--- config.mk ---
export PLATFORM = sky130hd
export DESIGN_NAME = vga_timing_gen
export DESIGN_NICKNAME = d
export VERILOG_FILES = /design/src/rtl/vga_timing_gen.sv
export SDC_FILE = /design/constraint.sdc
export NUM_CORES = 1
export LEC_CHECK = 0
export CAP_MARGIN = 0
export CORE_AREA = 3 3 62 64
export CTS_BUF_LIST = sky130_fd_sc_hd__clkbuf_4 sky130_fd_sc_hd__clkbuf_8
export DETAILED_ROUTE_END_ITERATION = 10
export DIE_AREA = 0 0 65 67
export PLACE_DENSITY = 0.78
export SLEW_MARGIN = 20
export SYNTH_ARGS = -nofsm -noshare
export SYNTH_HDL_FRONTEND = slang
export SYNTH_SLANG_ARGS = --single-unit
--- constraint.sdc ---
create_clock -name i_Clk -period 2.8 [get_ports i_Clk]
set_input_delay 0.56 -clock i_Clk [delete_from_list [all_inputs] [get_ports i_Clk]]
set_output_delay 0.56 -clock i_Clk [all_outputs]
set_load 0.05 [all_outputs]
--- src/rtl/vga_timing_gen.sv ---
// Raster timing generator: H/V counts, sync pulses, active flag and line/frame markers, advanced on i_Pix_En.
// Optional completed-frame counter o_Frame_num is present only when VGA_FRAME_NUM_EN is defined.
module vga_timing_gen #(
  parameter int   H_ACTIVE   = 640,
  parameter int   H_FP       = 16,
  parameter int   H_SYNC     = 96,
  parameter int   H_BP       = 48,
  parameter int   V_ACTIVE   = 480,
  parameter int   V_FP       = 10,
  parameter int   V_SYNC     = 2,
  parameter int   V_BP       = 33,
  parameter logic H_SYNC_POL = 1'b0,
  parameter logic V_SYNC_POL = 1'b0,
  parameter int   FRAME_W    = 8,
  localparam int  HTOTAL     = H_ACTIVE + H_FP + H_SYNC + H_BP,
  localparam int  VTOTAL     = V_ACTIVE + V_FP + V_SYNC + V_BP,
  localparam int  HW         = $clog2(HTOTAL),
  localparam int  VW         = $clog2(VTOTAL)
) (
  input  logic               i_Clk,
  input  logic               i_Rst_n,
  input  logic               i_Pix_En,
  input  logic               i_Restart,
  output logic [HW-1:0]      o_H_count,
  output logic [VW-1:0]      o_V_count,
  output logic               o_HSync,
  output logic               o_VSync,
  output logic               o_Active,
  output logic               o_Line_end,
  output logic               o_Frame_end,
`ifdef VGA_FRAME_NUM_EN
  output logic [FRAME_W-1:0] o_Frame_num,
`endif
  output logic               o_Frame_start
);

  typedef enum logic {IDLE, RUN} state_e;

  localparam logic [HW-1:0] H_LAST = HW'(HTOTAL - 1);
  localparam logic [VW-1:0] V_LAST = VW'(VTOTAL - 1);

  state_e        state_q, state_d;
  logic [HW-1:0] h_q, h_d;
  logic [VW-1:0] v_q, v_d;
  logic          hsync_q, hsync_d;
  logic          vsync_q, vsync_d;
  logic          active_q, active_d;
  logic          line_end_q, line_end_d;
  logic          frame_end_q, frame_end_d;
  logic          frame_start_q, frame_start_d;

  always_comb begin
    state_d = state_q;
    h_d     = h_q;
    v_d     = v_q;
    if (i_Restart) begin
      state_d = IDLE;
      h_d     = '0;
      v_d     = '0;
    end else if (i_Pix_En) begin
      // The first enable out of IDLE only primes the decode of (0,0).
      if (state_q == IDLE) begin
        state_d = RUN;
      end else if (h_q == H_LAST) begin
        h_d = '0;
        v_d = (v_q == V_LAST) ? '0 : v_q + 1'b1;
      end else begin
        h_d = h_q + 1'b1;
      end
    end
  end

  // Flags decode the next position so they always line up with the registered counts.
  always_comb begin
    hsync_d       = ~H_SYNC_POL;
    vsync_d       = ~V_SYNC_POL;
    active_d      = 1'b0;
    line_end_d    = 1'b0;
    frame_end_d   = 1'b0;
    frame_start_d = 1'b0;
    if (state_d == RUN) begin
      if ((int'(h_d) >= H_ACTIVE + H_FP) && (int'(h_d) < H_ACTIVE + H_FP + H_SYNC))
        hsync_d = H_SYNC_POL;
      if ((int'(v_d) >= V_ACTIVE + V_FP) && (int'(v_d) < V_ACTIVE + V_FP + V_SYNC))
        vsync_d = V_SYNC_POL;
      active_d      = (int'(h_d) < H_ACTIVE) && (int'(v_d) < V_ACTIVE);
      line_end_d    = (h_d == H_LAST);
      frame_end_d   = (h_d == H_LAST) && (v_d == V_LAST);
      frame_start_d = (h_d == '0) && (v_d == '0);
    end
  end

  always_ff @(posedge i_Clk or negedge i_Rst_n) begin
    if (!i_Rst_n) begin
      state_q       <= IDLE;
      h_q           <= '0;
      v_q           <= '0;
      hsync_q       <= ~H_SYNC_POL;
      vsync_q       <= ~V_SYNC_POL;
      active_q      <= 1'b0;
      line_end_q    <= 1'b0;
      frame_end_q   <= 1'b0;
      frame_start_q <= 1'b0;
    end else begin
      state_q       <= state_d;
      h_q           <= h_d;
      v_q           <= v_d;
      hsync_q       <= hsync_d;
      vsync_q       <= vsync_d;
      active_q      <= active_d;
      line_end_q    <= line_end_d;
      frame_end_q   <= frame_end_d;
      frame_start_q <= frame_start_d;
    end
  end

`ifdef VGA_FRAME_NUM_EN
  logic               frame_wrap;
  logic [FRAME_W-1:0] frame_num_q, frame_num_d;

  assign frame_wrap  = (state_q == RUN) && i_Pix_En && !i_Restart &&
                       (h_q == H_LAST) && (v_q == V_LAST);
  assign frame_num_d = i_Restart ? '0 : (frame_num_q + FRAME_W'(frame_wrap));

  always_ff @(posedge i_Clk or negedge i_Rst_n) begin
    if (!i_Rst_n) frame_num_q <= '0;
    else          frame_num_q <= frame_num_d;
  end

  assign o_Frame_num = frame_num_q;
`endif

  assign o_H_count     = h_q;
  assign o_V_count     = v_q;
  assign o_HSync       = hsync_q;
  assign o_VSync       = vsync_q;
  assign o_Active      = active_q;
  assign o_Line_end    = line_end_q;
  assign o_Frame_end   = frame_end_q;
  assign o_Frame_start = frame_start_q;

endmodule

Yosys cells after proc, flatten, opt, wreduce, memory -nomap -nowiden
Cells that the tools add are included.
Word-level totals
  output and inout bits: 26
  input port bits: 4
  register bits after elaboration: 27
Operators by class
  mux-type cells: 19
  $lt $le $gt $ge: 6
  add/subtract/negate cells: 2
  equal/unequal tests: 4
  reduce and logical (&&, ||, !) cells: 7
Operator list (number)
  $mux W10: 9
  $eq A10 B10 Y1 const B: 4
  $add A10 B1 Y10 const B: 2
  $logic_not A10 Y1: 2
  $lt A10 B10 Y1 const B: 2
  $lt A10 B9 Y1 const B: 2
  $ge A10 B10 Y1 const B: 1
  $ge A10 B9 Y1 const B: 1
  $mux W1: 10
  $logic_and A1 B1 Y1: 5

Longest topological paths before layout
  depth after elaboration: 10
  depth in mapped cells: 8
  depth with buffers taken out: 8

Worst setup path before layout
Ideal clock, no wire load.
  path type: register to register
  start point: reg h_q[1], in the netlist o_H_count[1]
  end point: reg vsync_q, in the netlist o_VSync
  stages on the path, launching flop included: 9
  clock period less this slack: 2502 ps
  path buffers: 1
  arrival: 2411 ps
  path slack: 298 ps
  cell sequence: dfrtp_1 ha_1 and4_1 buf_4 nand3_4 or4_1 and2_4 and4b_1 nand4b_1
On the way
  word-level cells in the longest chain between the ends: 9
  elaborated cells on any way between the ends: 10
RTL lines
  from (decl): RTL line 43  | logic [HW-1:0] h_q, h_d;
  from (signal assigned): RTL line 96  | h_q <= '0;
  from (signal assigned): RTL line 106  | h_q <= h_d;
  $eq A10 B10 Y1 (*): RTL line 64  | end else if (h_q == H_LAST) begin
  $mux W10 (*): RTL line 64
  $mux W10 (*): RTL line 62  | if (state_q == IDLE) begin
  $mux W10 (*): RTL line 60  | end else if (i_Pix_En) begin
  $mux W10 (*): RTL line 56  | if (i_Restart) begin
  $ge A10 B9 Y1 or $lt A10 B9 Y1 (tied branches): RTL line 84  | if ((int'(v_d) >= V_ACTIVE + V_FP) && (int'(v_d) < V_ACTIVE + V_FP + V_SYNC))
  $logic_and A1 B1 Y1 (*): RTL line 84
  $mux W1 (*): RTL line 84
  $mux W1 (*): RTL line 81  | if (state_d == RUN) begin
  named net vsync_d: RTL line 46  | logic vsync_q, vsync_d;
  to (signal assigned): RTL line 99  | vsync_q <= ~V_SYNC_POL;
  to (signal assigned): RTL line 109  | vsync_q <= vsync_d;
  to (decl): RTL line 46
Mark *: on every way through the listed nets, which the timed path passes. The rest lies on a longest branch.

Final worst setup path
  start point: in i_Pix_En
  end point: reg frame_end_q, in the netlist o_Frame_end
On the way
  word-level cells in the longest chain between the ends: 5
  elaborated cells on any way between the ends: 10
RTL lines
  from (decl): RTL line 22  | input logic i_Pix_En,
  $mux W10: RTL line 60
  $mux W10: RTL line 56
  named net v_d[6]: RTL line 44  | logic [VW-1:0] v_q, v_d;
  $eq A10 B10 Y1: RTL line 88  | frame_end_d = (h_d == H_LAST) && (v_d == V_LAST);
  $logic_and A1 B1 Y1: RTL line 88
  $mux W1: RTL line 81
  named net frame_end_d: RTL line 49  | logic frame_end_q, frame_end_d;
  to (signal assigned): RTL line 112  | frame_end_q <= frame_end_d;
  to (decl): RTL line 49
The timed path passes the listed nets, and every way through them passes these cells.

==> key figures <==
Outcome
  – Status: finished clean

Timing
  – Fin. Hold Viols: 0
  – Achievable Freq: 0.3827 GHz
  – Worst slew pin tran: 0.5057 ns
  – Tcrit/Tclk final: 93.32%
  – Relative slew slack: 66.18%
  – Fin Clk Skew: 0.005842 ns
  – Worst setup margin: 0.1872 ns
  – RSZ-0062 raised after global routing: no
  – Fin. max-slew vios: 0
  – Hold WS: 0.5865 ns
  – Final setup viols: 0
  – Final Critical Period: 2.613 ns

Clock network
  – Cts bufs inserted: 3
  – Clk_lat worst skew: 0.32 ns
  – Longest Clk Path Bufs: 2
  – CTS tree: done
  – Num Clock Sinks: 27
  – Clk pin slew, worst setup/hold paths: 0.14 ns
  – Root Buffer: clkbuf_4
  – Hold-fix buffers, CTS: 0
  – H-Tree Level Count: 1

Logic synthesis
  – Mux cell area share after synthesis: 0.5702%
  – Post-synthesis compound-gate area fraction: 17.75%
  – Synth cell types: 55
  – Syn Area/Cell: 9.288 um^2
  – Post-synthesis adder-cell area fraction: 2.138%
  – Cells after Synth: 189
  – Main synth FF type: dfrtp_1
  – Synthesized net count: 196
  – Ys Warns: 0
  – Main combinational cell family by area after synthesis: simple AND/OR/NAND/NOR gates
  – Seq/Total Area, Yosys: 38.63%
  – Synth Cell Area: 1755 um^2
  – Synth Register Bits: 27
  – Ys async rst share: 100.0%
  – Post-synth EDFFs: 0
  – Synth Area in XOR/XNOR: 2.994%
  – Simple-gate area share of the yosys netlist: 34.00%

Setup path
  – Worst Setup SP: i_Pix_En
  – CP endpoint kind: flop
  – Worst Path Required: 3.07 ns
  – Worst reg2reg path startpoint: o_H_count[0]
  – Worst Reg-to-Reg Cells: 8
  – Startpoint types: input pin
  – Critical-path cell with the highest stage delay: clkdlybuf4s50_1
  – CP max FO: 7
  – CP arrival: 2.88 ns
  – Critical Path, Cell by Cell: clkdlybuf4s50_1 -> and4_1 -> nand4_1 -> buf_4 -> o21ai_0 -> a21oi_1 -> nor4_1 -> and4_1
  – Crit path top cell by count: and4_1
  – Crit Path Class: input pin to flop
  – Critical Path Max Stage Delay: 0.60 ns

Route
  – First-pass DRT Iterations: 5
  – Antenna Violating Nets Remaining: 0
  – DRC Markers: 0
  – Iteration-0 DRC Markers: 137
  – Avg Vias per Cell: 6.283
  – DR vias: 1,690
  – Drt wl/cell: 16.94 um
  – Routed Wire Length: 4557 um

Placement
  – Buffers added on ports: 29
  – Hpwl dp: 3474 um
  – Pre-CTS setup slack: -0.09649 ns
  – GPL Wtd Cong: 0.9243
  – DP Cell Count: 265

Floorplan
  – Core Box Area: 3337 um^2
  – Boundary Pins: 30
  – DIE HEIGHT: 67 um
  – Rows: 21
  – Die Wd: 65 um
  – Initial core utilization: 52.61%
  – Die area: 4355 um^2

Cells and area
  – Core Util, Final: 65.05%
  – Commonest non-fill, non-tap cell in the layout: clkdlybuf4s50_1
  – Area growth from synthesis to layout: 23.66%
  – Commonest cells after routing, fill and taps aside: 29 x clkdlybuf4s50_1, 24 x dfrtp_1, 16 x nor2_1
  – Layout cells sized above 1: 13.90%
  – Antenna diode instance count: 0
  – Final #Nets: 231
  – Post-Layout Cell Count: 269

Power
  – Power density over the cells: 294.7 nW/um^2
  – Leak pwr: 0.8923 nW
  – Max VDD drop: 0.0001443 V

Worst hold path
  – Hold Crit Class: input pin to asynchronous set/reset pin

GRT
  – First-pass GRT wire length: 7700 um
  – GRT Total Usage: 22.93%
  – GRT Residual Overflow: 0
  – Pin count of the biggest net entering global routing: 28
  – Number of global-route vias before repair: 1,567
  – Initial antenna violation count: 0

Flow run
  – Max Cap Viol: 0
[final cells by class]
class / instances / area [um^2]
Sequential cell: 27 / 679.4
Inverter: 6 / 22.52
Multi-Input combinational cell: 146 / 1008
Clock buffer: 4 / 30.03
Tap cell: 46 / 57.56
Timing Repair Buffer: 40 / 372.9
Fill cell: 267 / 1166
[worst paths after layout]
check	to	slack, ns
worst max-delay path	o_Frame_end	0.19
max in group asynchronous	o_HSync	1.92
worst min-delay path	o_V_count[5]	0.59
worst min register to register	o_V_count[1]	0.66
min in group i_Clk	o_V_count[1]	0.66
worst max register to register	o_Frame_end	0.28
[registers in the layout, summed over array words and instances (netlist names)]
name,count
state_q,1
o_Active,1
o_Line_end,1
o_V_count,10
o_HSync,1
o_VSync,1
o_Frame_start,1
o_Frame_end,1
o_H_count,10
[worst max-delay path: cells and delay by family]
kind,cells,cell delay (ns)
simple gates,4,1.20
buf+inv,2,0.78
compound gates,2,0.32
[cells in the mapped netlist, types with 2 or more instances]
cell type / n / share of area, %
nor4b_1: 2 / 1.0
nand3_1: 9 / 2.6
a211oi_1: 3 / 1.3
nand2b_1: 2 / 0.71
xor2_1: 4 / 2.0
nand4_1: 5 / 1.8
o31ai_1: 2 / 0.86
a32o_1: 2 / 1.1
ha_1: 3 / 2.1
o211ai_1: 3 / 1.3
a22oi_1: 2 / 0.86
and3_1: 4 / 1.4
inv_1: 6 / 1.3
and4_1: 5 / 2.5
nand2_1: 14 / 3.0
and2_1: 3 / 1.1
and3b_1: 2 / 1.0
dfstp_2: 2 / 3.0
nor2_1: 16 / 3.4
o21ai_0: 11 / 3.1
nor3_1: 8 / 2.3
buf_2: 4 / 1.1
nor4_1: 2 / 0.71
a21oi_2: 2 / 1.0
dfrtp_1: 25 / 36
clkbuf_1: 5 / 1.1
or3_1: 3 / 1.1
xnor2_1: 2 / 1.0
or4_1: 2 / 0.86
a21oi_1: 7 / 2.0
nand4b_1: 3 / 1.5
nor3b_1: 3 / 1.3
[logic make-up after synthesis]
| kind of cell | Yosys count |
|---|---|
| buffers and inverters | 16 |
| XOR/XNOR | 6 |
| adder cells (fa/ha/maj) | 3 |
| AND/OR/NAND/NOR | 93 |
| flip-flops | 27 |
| multiplexers | 1 |
| AO/OA/AOI/OAI | 43 |
[per-layer routing]
| layer | part of all wire [%] | GRT usage, % |
|---|---|---|
| met3 | 6.3 | 2.361 |
| met1 | 43 | 31.23 |
| met4 | 1.3 | 6.860 |
| met5 | 0 | 0 |
| met2 | 49 | 38.31 |
[through the flow]
stage | power (mW) | setup TNS (ns) | instance area (um^2)
3_5_place_dp | 0.4679 | -0.1767 | 2140
3_3_place_gp | 0.4660 | 0 | 2140
5_1_grt | 0.6708 | 0 | 2171
4_1_cts | 0.6433 | 0 | 2170
6_report | 0.6398 | 0 | 2171
2_1_floorplan | 0.4405 | 0 | 1755
[power by group]
group | internal (mW) | switching, mW | total [mW]
logic | 0.0213 | 0.0383 | 0.0596
registers | 0.395 | 0.00663 | 0.401
clock network | 0.0654 | 0.113 | 0.179
total | 0.481 | 0.158 | 0.640
[repair_timing]
item | CTS | global route
buffers inserted | 0 | 0
gates resized for setup | 0 | 1
endpoints found under the hold margin | 0 | 0
setup endpoints to repair | 0 | 1
No activity file was read; power rests on OpenSTA's default activity.
